--- src/rtl/pipeline_hazard_control.sv ---
// Five-stage CPU control: decodes the IF/ID instruction and carries the control word through
// ID/EX, EX/MEM and MEM/WB. It also generates the interlock, flush, forwarding and event counts.
module pipeline_hazard_control #(
  parameter int REG_ADDR_W = 5,
  parameter int ALUOP_W    = 4,
  parameter bit FORWARDING = 1'b1,
  parameter bit RF_BYPASS  = 1'b1,
  parameter int COUNT_W    = 16
) (
  input  logic                  clock,
  input  logic                  reset,
  input  logic [31:0]           if_inst,
  input  logic                  branch_taken,
  output logic                  stall,
  output logic                  flush,
  output logic [ALUOP_W-1:0]    ex_alu_op,
  output logic                  ex_use_imm,
  output logic                  ex_shift,
  output logic                  ex_sign_ext,
  output logic [1:0]            fwd_a,
  output logic [1:0]            fwd_b,
  output logic                  mem_branch,
  output logic                  mem_write,
  output logic                  wb_reg_write,
  output logic                  wb_mem_to_reg,
  output logic [REG_ADDR_W-1:0] wb_dst,
  output logic [COUNT_W-1:0]    stall_count,
  output logic [COUNT_W-1:0]    flush_count
);

  localparam logic [ALUOP_W-1:0] ALU_ADD = ALUOP_W'(0);
  localparam logic [ALUOP_W-1:0] ALU_SUB = ALUOP_W'(1);
  localparam logic [ALUOP_W-1:0] ALU_AND = ALUOP_W'(2);
  localparam logic [ALUOP_W-1:0] ALU_OR  = ALUOP_W'(3);
  localparam logic [ALUOP_W-1:0] ALU_NOR = ALUOP_W'(4);
  localparam logic [ALUOP_W-1:0] ALU_SLT = ALUOP_W'(5);
  localparam logic [ALUOP_W-1:0] ALU_SLL = ALUOP_W'(6);
  localparam logic [ALUOP_W-1:0] ALU_SRL = ALUOP_W'(7);
  localparam logic [ALUOP_W-1:0] ALU_SRA = ALUOP_W'(8);

  typedef struct packed {
    logic [ALUOP_W-1:0]    alu_op;
    logic                  use_imm;
    logic                  shift;
    logic                  sign_ext;
    logic                  reg_write;
    logic                  mem_to_reg;
    logic                  mem_write;
    logic                  branch;
    logic [REG_ADDR_W-1:0] dst;
    logic [REG_ADDR_W-1:0] src_a;
    logic [REG_ADDR_W-1:0] src_b;
  } ctrl_t;

  typedef struct packed {
    logic                  branch;
    logic                  mem_write;
    logic                  reg_write;
    logic                  mem_to_reg;
    logic [REG_ADDR_W-1:0] dst;
  } mem_t;

  typedef struct packed {
    logic                  reg_write;
    logic                  mem_to_reg;
    logic [REG_ADDR_W-1:0] dst;
  } wb_t;

  // Unused sources and non-writing destinations are zeroed so that register 0 never matches.
  function automatic ctrl_t decode(input logic [31:0] inst);
    ctrl_t                 c;
    logic [5:0]            op;
    logic [5:0]            fn;
    logic [REG_ADDR_W-1:0] rs, rt, rd, dst;
    logic                  valid, write, use_rs, use_rt;
    op = inst[31:26];
    fn = inst[5:0];
    rs = inst[21 +: REG_ADDR_W];
    rt = inst[16 +: REG_ADDR_W];
    rd = inst[11 +: REG_ADDR_W];
    c = '0;
    c.alu_op = ALU_ADD;
    valid  = 1'b1;
    write  = 1'b0;
    use_rs = 1'b0;
    use_rt = 1'b0;
    dst    = '0;
    case (op)
      6'h00: begin
        write  = 1'b1;
        dst    = rd;
        use_rs = 1'b1;
        use_rt = 1'b1;
        case (fn)
          6'h20: c.alu_op = ALU_ADD;
          6'h22: c.alu_op = ALU_SUB;
          6'h24: c.alu_op = ALU_AND;
          6'h25: c.alu_op = ALU_OR;
          6'h27: c.alu_op = ALU_NOR;
          6'h2A: c.alu_op = ALU_SLT;
          6'h00: begin c.alu_op = ALU_SLL; c.shift = 1'b1; use_rs = 1'b0; end
          6'h02: begin c.alu_op = ALU_SRL; c.shift = 1'b1; use_rs = 1'b0; end
          6'h03: begin c.alu_op = ALU_SRA; c.shift = 1'b1; use_rs = 1'b0; end
          default: valid = 1'b0;
        endcase
      end
      6'h08: begin
        c.use_imm = 1'b1; c.sign_ext = 1'b1; write = 1'b1; dst = rt; use_rs = 1'b1;
      end
      6'h0C: begin
        c.alu_op = ALU_AND; c.use_imm = 1'b1; write = 1'b1; dst = rt; use_rs = 1'b1;
      end
      6'h0D: begin
        c.alu_op = ALU_OR; c.use_imm = 1'b1; write = 1'b1; dst = rt; use_rs = 1'b1;
      end
      6'h23: begin
        c.use_imm = 1'b1; c.sign_ext = 1'b1; c.mem_to_reg = 1'b1;
        write = 1'b1; dst = rt; use_rs = 1'b1;
      end
      6'h2B: begin
        c.use_imm = 1'b1; c.sign_ext = 1'b1; c.mem_write = 1'b1; use_rs = 1'b1; use_rt = 1'b1;
      end
      6'h04: begin
        c.alu_op = ALU_SUB; c.sign_ext = 1'b1; c.branch = 1'b1; use_rs = 1'b1; use_rt = 1'b1;
      end
      default: valid = 1'b0;
    endcase
    if (valid) begin
      c.src_a     = use_rs ? rs : '0;
      c.src_b     = use_rt ? rt : '0;
      c.reg_write = write && (dst != '0);
      c.dst       = c.reg_write ? dst : '0;
    end else begin
      c = '0;
      c.alu_op = ALU_ADD;
    end
    return c;
  endfunction

  function automatic logic raw_hit(input logic wr, input logic [REG_ADDR_W-1:0] d, input ctrl_t c);
    return wr && (d != '0) && ((c.src_a == d) || (c.src_b == d));
  endfunction

  function automatic logic [1:0] fwd_sel(input logic [REG_ADDR_W-1:0] src, input mem_t m, input wb_t w);
    logic [1:0] sel;
    sel = 2'd0;
    if (src != '0) begin
      if (m.reg_write && !m.mem_to_reg && (m.dst == src)) sel = 2'd1;
      else if (w.reg_write && (w.dst == src))             sel = 2'd2;
    end
    return sel;
  endfunction

  ctrl_t dec, ctrl_p0;
  mem_t  ctrl_p1;
  wb_t   ctrl_p2;
  logic  hazard;
  logic  unused_shamt;

  assign dec          = decode(if_inst);
  assign unused_shamt = ^if_inst[10:6];

  always_comb begin
    hazard = 1'b0;
    fwd_a  = 2'd0;
    fwd_b  = 2'd0;
    if (FORWARDING) begin
      hazard = ctrl_p0.mem_to_reg && raw_hit(ctrl_p0.reg_write, ctrl_p0.dst, dec);
      fwd_a  = fwd_sel(ctrl_p0.src_a, ctrl_p1, ctrl_p2);
      fwd_b  = fwd_sel(ctrl_p0.src_b, ctrl_p1, ctrl_p2);
    end else begin
      hazard = raw_hit(ctrl_p0.reg_write, ctrl_p0.dst, dec)
            || raw_hit(ctrl_p1.reg_write, ctrl_p1.dst, dec)
            || (!RF_BYPASS && raw_hit(ctrl_p2.reg_write, ctrl_p2.dst, dec));
    end
  end

  assign flush = ctrl_p1.branch & branch_taken;
  assign stall = hazard & ~flush;

  always_ff @(posedge clock) begin
    if (reset) begin
      ctrl_p0     <= '0;
      ctrl_p1     <= '0;
      ctrl_p2     <= '0;
      stall_count <= '0;
      flush_count <= '0;
    end else begin
      // IF/ID -> ID/EX
      ctrl_p0 <= (stall || flush) ? '0 : dec;
      // ID/EX -> EX/MEM
      ctrl_p1 <= flush ? '0 : mem_t'{ctrl_p0.branch, ctrl_p0.mem_write, ctrl_p0.reg_write,
                                     ctrl_p0.mem_to_reg, ctrl_p0.dst};
      // EX/MEM -> MEM/WB
      ctrl_p2 <= wb_t'{ctrl_p1.reg_write, ctrl_p1.mem_to_reg, ctrl_p1.dst};
      if (stall) stall_count <= stall_count + COUNT_W'(1);
      if (flush) flush_count <= flush_count + COUNT_W'(1);
    end
  end

  assign ex_alu_op     = ctrl_p0.alu_op;
  assign ex_use_imm    = ctrl_p0.use_imm;
  assign ex_shift      = ctrl_p0.shift;
  assign ex_sign_ext   = ctrl_p0.sign_ext;
  assign mem_branch    = ctrl_p1.branch;
  assign mem_write     = ctrl_p1.mem_write;
  assign wb_reg_write  = ctrl_p2.reg_write;
  assign wb_mem_to_reg = ctrl_p2.mem_to_reg;
  assign wb_dst        = ctrl_p2.dst;

endmodule
--- config.mk ---
export PLATFORM = sky130hd
export DESIGN_NAME = pipeline_hazard_control
export DESIGN_NICKNAME = d
export VERILOG_FILES = /design/src/rtl/pipeline_hazard_control.sv
export SDC_FILE = /design/constraint.sdc
export NUM_CORES = 1
export LEC_CHECK = 0
export CAP_MARGIN = 20
export CORE_ASPECT_RATIO = 1.25
export CORE_MARGIN = 5
export CORE_UTILIZATION = 45
export DETAILED_ROUTE_END_ITERATION = 10
export GPL_ROUTABILITY_DRIVEN = 0
export GPL_TIMING_DRIVEN = 0
export PLACE_DENSITY = 0.74
export SLEW_MARGIN = 20
export SYNTH_ARGS = -nofsm -noshare
export SYNTH_HDL_FRONTEND = slang
export SYNTH_SLANG_ARGS = --single-unit
--- constraint.sdc ---
create_clock -name clock -period 3.6 [get_ports clock]
set_input_delay 0.36 -clock clock [delete_from_list [all_inputs] [get_ports clock]]
set_output_delay 0.36 -clock clock [all_outputs]
set_load 0.02 [all_outputs]
==> insert_results.sql <==
INSERT INTO impl_metrics (metric_group, metric, value, unit) VALUES
('outcome', 'status', 'complete, no violations', ''),
('power_and_ir_drop', 'power_density', '356', 'nW/um2'),
('cells_and_area', 'largest_register_ffs', '19', ''),
('critical_path', 'timing.critical_path.to_type', 'output pin', ''),
('routing', 'antenna_violating_nets_post_route', '0', ''),
('grt', 'grt_overflow', '0', ''),
('routing', 'via_count', '3271', ''),
('cells_and_area', 'ff_latch_area', '1480', 'um2'),
('power_and_ir_drop', 'ir_worst_vdd', '0.294', 'mV'),
('cells_and_area', 'reg.largest.list', 'ctrl_p0 (19), flush_count (16), stall_count (16)', ''),
('cells_and_area', 'layout-drive-gt1-share', '8.48', '%'),
('critical_path', 'crit_chain', 'clkdlybuf4s50_1 -> or4_4 -> nor3_4 -> o311a_1 -> a21o_1 -> mux2_2 -> a211oi_4 -> clkdlybuf4s15_2', ''),
('sta', 'worstMarginPinSlew', '599', 'ps'),
('sta', 'final_min_period_over_clock_period', '96.5', '%'),
('grt', 'maximum_number_of_pins_on_one_net_before_global_route_repair', '14', ''),
('logic_synthesis', 'synth_cell_types', '59', ''),
('power_and_ir_drop', 'static_leakage', '0.00183', 'uW'),
('clock_tree', 'cts_inserted_buffers', '9', ''),
('critical_path', 'arrival', '3110', 'ps'),
('sta', 'maxClockFrequency', '288', 'MHz'),
('logic_synthesis', 'yosys.area.top_type_share', '40.4', '%'),
('cells_and_area', 'largest-register', 'ctrl_p0', ''),
('cells_and_area', 'layout_net_count', '551', ''),
('sta', 'period_needed', '3470', 'ps'),
('floorplanning', 'die_height', '111', 'um'),
('logic_synthesis', 'ys_top_cells_by_area', 'sky130_fd_sc_hd__dfxtp_1 40%, sky130_fd_sc_hd__nor2_1 5.5%, sky130_fd_sc_hd__xor2_1 5.0%', ''),
('clock_tree', 'worstSkewPairLatency', '340', 'ps'),
('logic_synthesis', 'ys_ff_latch', '74', ''),
('logic_synthesis', 'syn-cell-area', '3670', 'um2'),
('sta', 'report.final.slew_viol_count', '0', ''),
('grt', 'top_usage_layer', 'met2', ''),
('cells_and_area', 'final_core_utilization', '61.2', '%'),
('routing', 'viasPerCell', '5.33', ''),
('sta', 'rsz0062_at_grt', 'no', ''),
('routing', 'remaining_drc_errors', '0', ''),
('placed_design', 'placed_cells', '595', ''),
('floorplanning', 'dieArea', '10100', 'um2'),
('clock_tree', 'root_buffer', 'sky130_fd_sc_hd__clkbuf_8', ''),
('floorplanning', 'fp.coreArea', '7880', 'um2'),
('grt', 'via_count_of_the_first_global_routing_pass', '3149', ''),
('clock_tree', 'cts-hold-fix-buffers', '0', ''),
('logic_synthesis', 'yosysTopAreaCell', 'sky130_fd_sc_hd__dfxtp_1', ''),
('job', 'cap_viol_max_count', '0', ''),
('sta', 'relSlewSlack', '60.1', '%'),
('placed_design', 'buffer_ports.inserted', '77', ''),
('critical_path', 'cp_slowest_cell', 'sky130_fd_sc_hd__or4_4', ''),
('routing', 'initial_drt_pass_iterations', '4', ''),
('clock_tree', 'clkTransAtPathRegs', '70', 'ps'),
('floorplanning', 'start_util', '46.5', '%'),
('logic_synthesis', 'yosysWarningCount', '0', ''),
('sta', 'clock_skew', '7.43', 'ps'),
('logic_synthesis', 'synth-main-ff-cell', 'sky130_fd_sc_hd__dfxtp_1', ''),
('logic_synthesis', 'edff_count_synth', '0', ''),
('grt', 'groute.layer.met3.usage', '3.33', '%'),
('grt', 'wire_length_of_the_first_global_routing_pass', '14600', 'um'),
('placed_design', 'dp_hpwl', '6700', 'um'),
('logic_synthesis', 'synthArstFlopShare', '0', '%'),
('grt', 'grt_util_all_layers', '17.5', '%'),
('clock_tree', 'cts.path.max_buffers', '2', ''),
('floorplanning', 'design.portCount', '89', ''),
('critical_path', 'cp.required', '3240', 'ps'),
('logic_synthesis', 'synth_nets', '460', ''),
('critical_path', 'worst_setup_path_start_kind', 'primary input', ''),
('routing', 'drt-initial-drc-count', '134', ''),
('grt', 'initial_antenna_violation_count', '0', ''),
('logic_synthesis', 'synthesis.instances', '423', ''),
('logic_synthesis', 'seq_area_frac_synth', '40.4', '%'),
('sta', 'finalHoldViolations', '0', ''),
('floorplanning', 'fp.dieW', '90.8', 'um'),
('critical_path', 'worst_path_maximum_fanout', '6', ''),
('routing', 'drt-total-wl', '8850', 'um');
==> critical path: cells and delay by family <==
family	cells	cell delay, ps
simple gates	2	780
compound gates	3	740
buf+inv	2	810
mux	1	420
==> cell usage in the layout (no fill, tap or decap), types with 10 or more instances in the layout <==
master                             n
sky130_fd_sc_hd__nand3_1          14
sky130_fd_sc_hd__xor2_1           21
sky130_fd_sc_hd__nand2_1          31
sky130_fd_sc_hd__xnor2_1          18
sky130_fd_sc_hd__inv_1            10
sky130_fd_sc_hd__mux2_1           10
sky130_fd_sc_hd__nor2_1           54
sky130_fd_sc_hd__nor3_1           21
sky130_fd_sc_hd__a21oi_1          15
sky130_fd_sc_hd__clkdlybuf4s50_1  75
sky130_fd_sc_hd__dfxtp_1          74
sky130_fd_sc_hd__nand2b_1         10
sky130_fd_sc_hd__nor2b_1          20
==> per-layer routing <==
metal | vias up | wire [um]
met5 | - | 0
met4 | 0 | 145
met3 | 8 | 444
met2 | 94 | 4580
met1 | 1506 | 3680
li1 | 1663 | -
==> stage by stage <==
step / setup TNS, ps / hold slack, ps / setup WS [ps] / power, uW / cell area, um2
CTS: 0 / 251 / 62.5 / 1730 / 4820
floorplan: 0 / 406 / 319 / 910 / 3670
finish: 0 / 266 / 128 / 1720 / 4820
global placement: -6250 / 414 / -746 / 964 / 4560
detailed placement: -6520 / 412 / -761 / 966 / 4560
global route: 0 / 255 / 33.5 / 1780 / 4820
==> power by group <==
group / switching [uW] / internal (uW) / total [uW]
clock: 311 / 460 / 771
sequential: 1.91 / 820 / 822
combinational: 71.7 / 54.3 / 126
total: 385 / 1330 / 1720
==> cells by family (layout without fill, tap and decap cells) <==
group | Yosys count | count (layout) | share of synthesized area [%]
flops | 74 | 74 | 40.4
buf+inv | 32 | 128 | 3.96
xor+xnor | 39 | 39 | 9.31
simple gates | 210 | 210 | 30.9
compound gates | 54 | 54 | 11.1
mux | 12 | 12 | 3.65
fa+ha+maj | 2 | 2 | 0.682
==> worst paths after layout <==
path	from	endpoint	slack, ps	depth (start not counted)
max	if_inst[29]	stall	130	8
min	if_inst[26]	ctrl_p0[15]$_SDFF_PP0_	270	2
max reg2reg	ctrl_p0[10]$_SDFF_PP0_	stall_count[15]$_SDFFE_PP0P_	970	8
min reg2reg	ctrl_p0[15]$_SDFF_PP0_	mem_branch$_SDFF_PP0_	430	1
==> layout make-up <==
class,instances,area share (%)
multi-input cells,317,42.3
well taps,95,2.46
plain buffers,22,2.23
clock buffers,9,2.57
repair buffers,80,16.5
clock inverters,7,2.41
inverters,10,0.778
flip-flops and latches,74,30.7
==> timing repair <==
item | in CTS | in global routing
gates cloned | 0 | 0
pin swaps | 2 | 0
resized for setup | 3 | 1
setup endpoints to repair | 1 | 1
setup buffers | 3 | 0
Power figures use the tool's default switching activity.
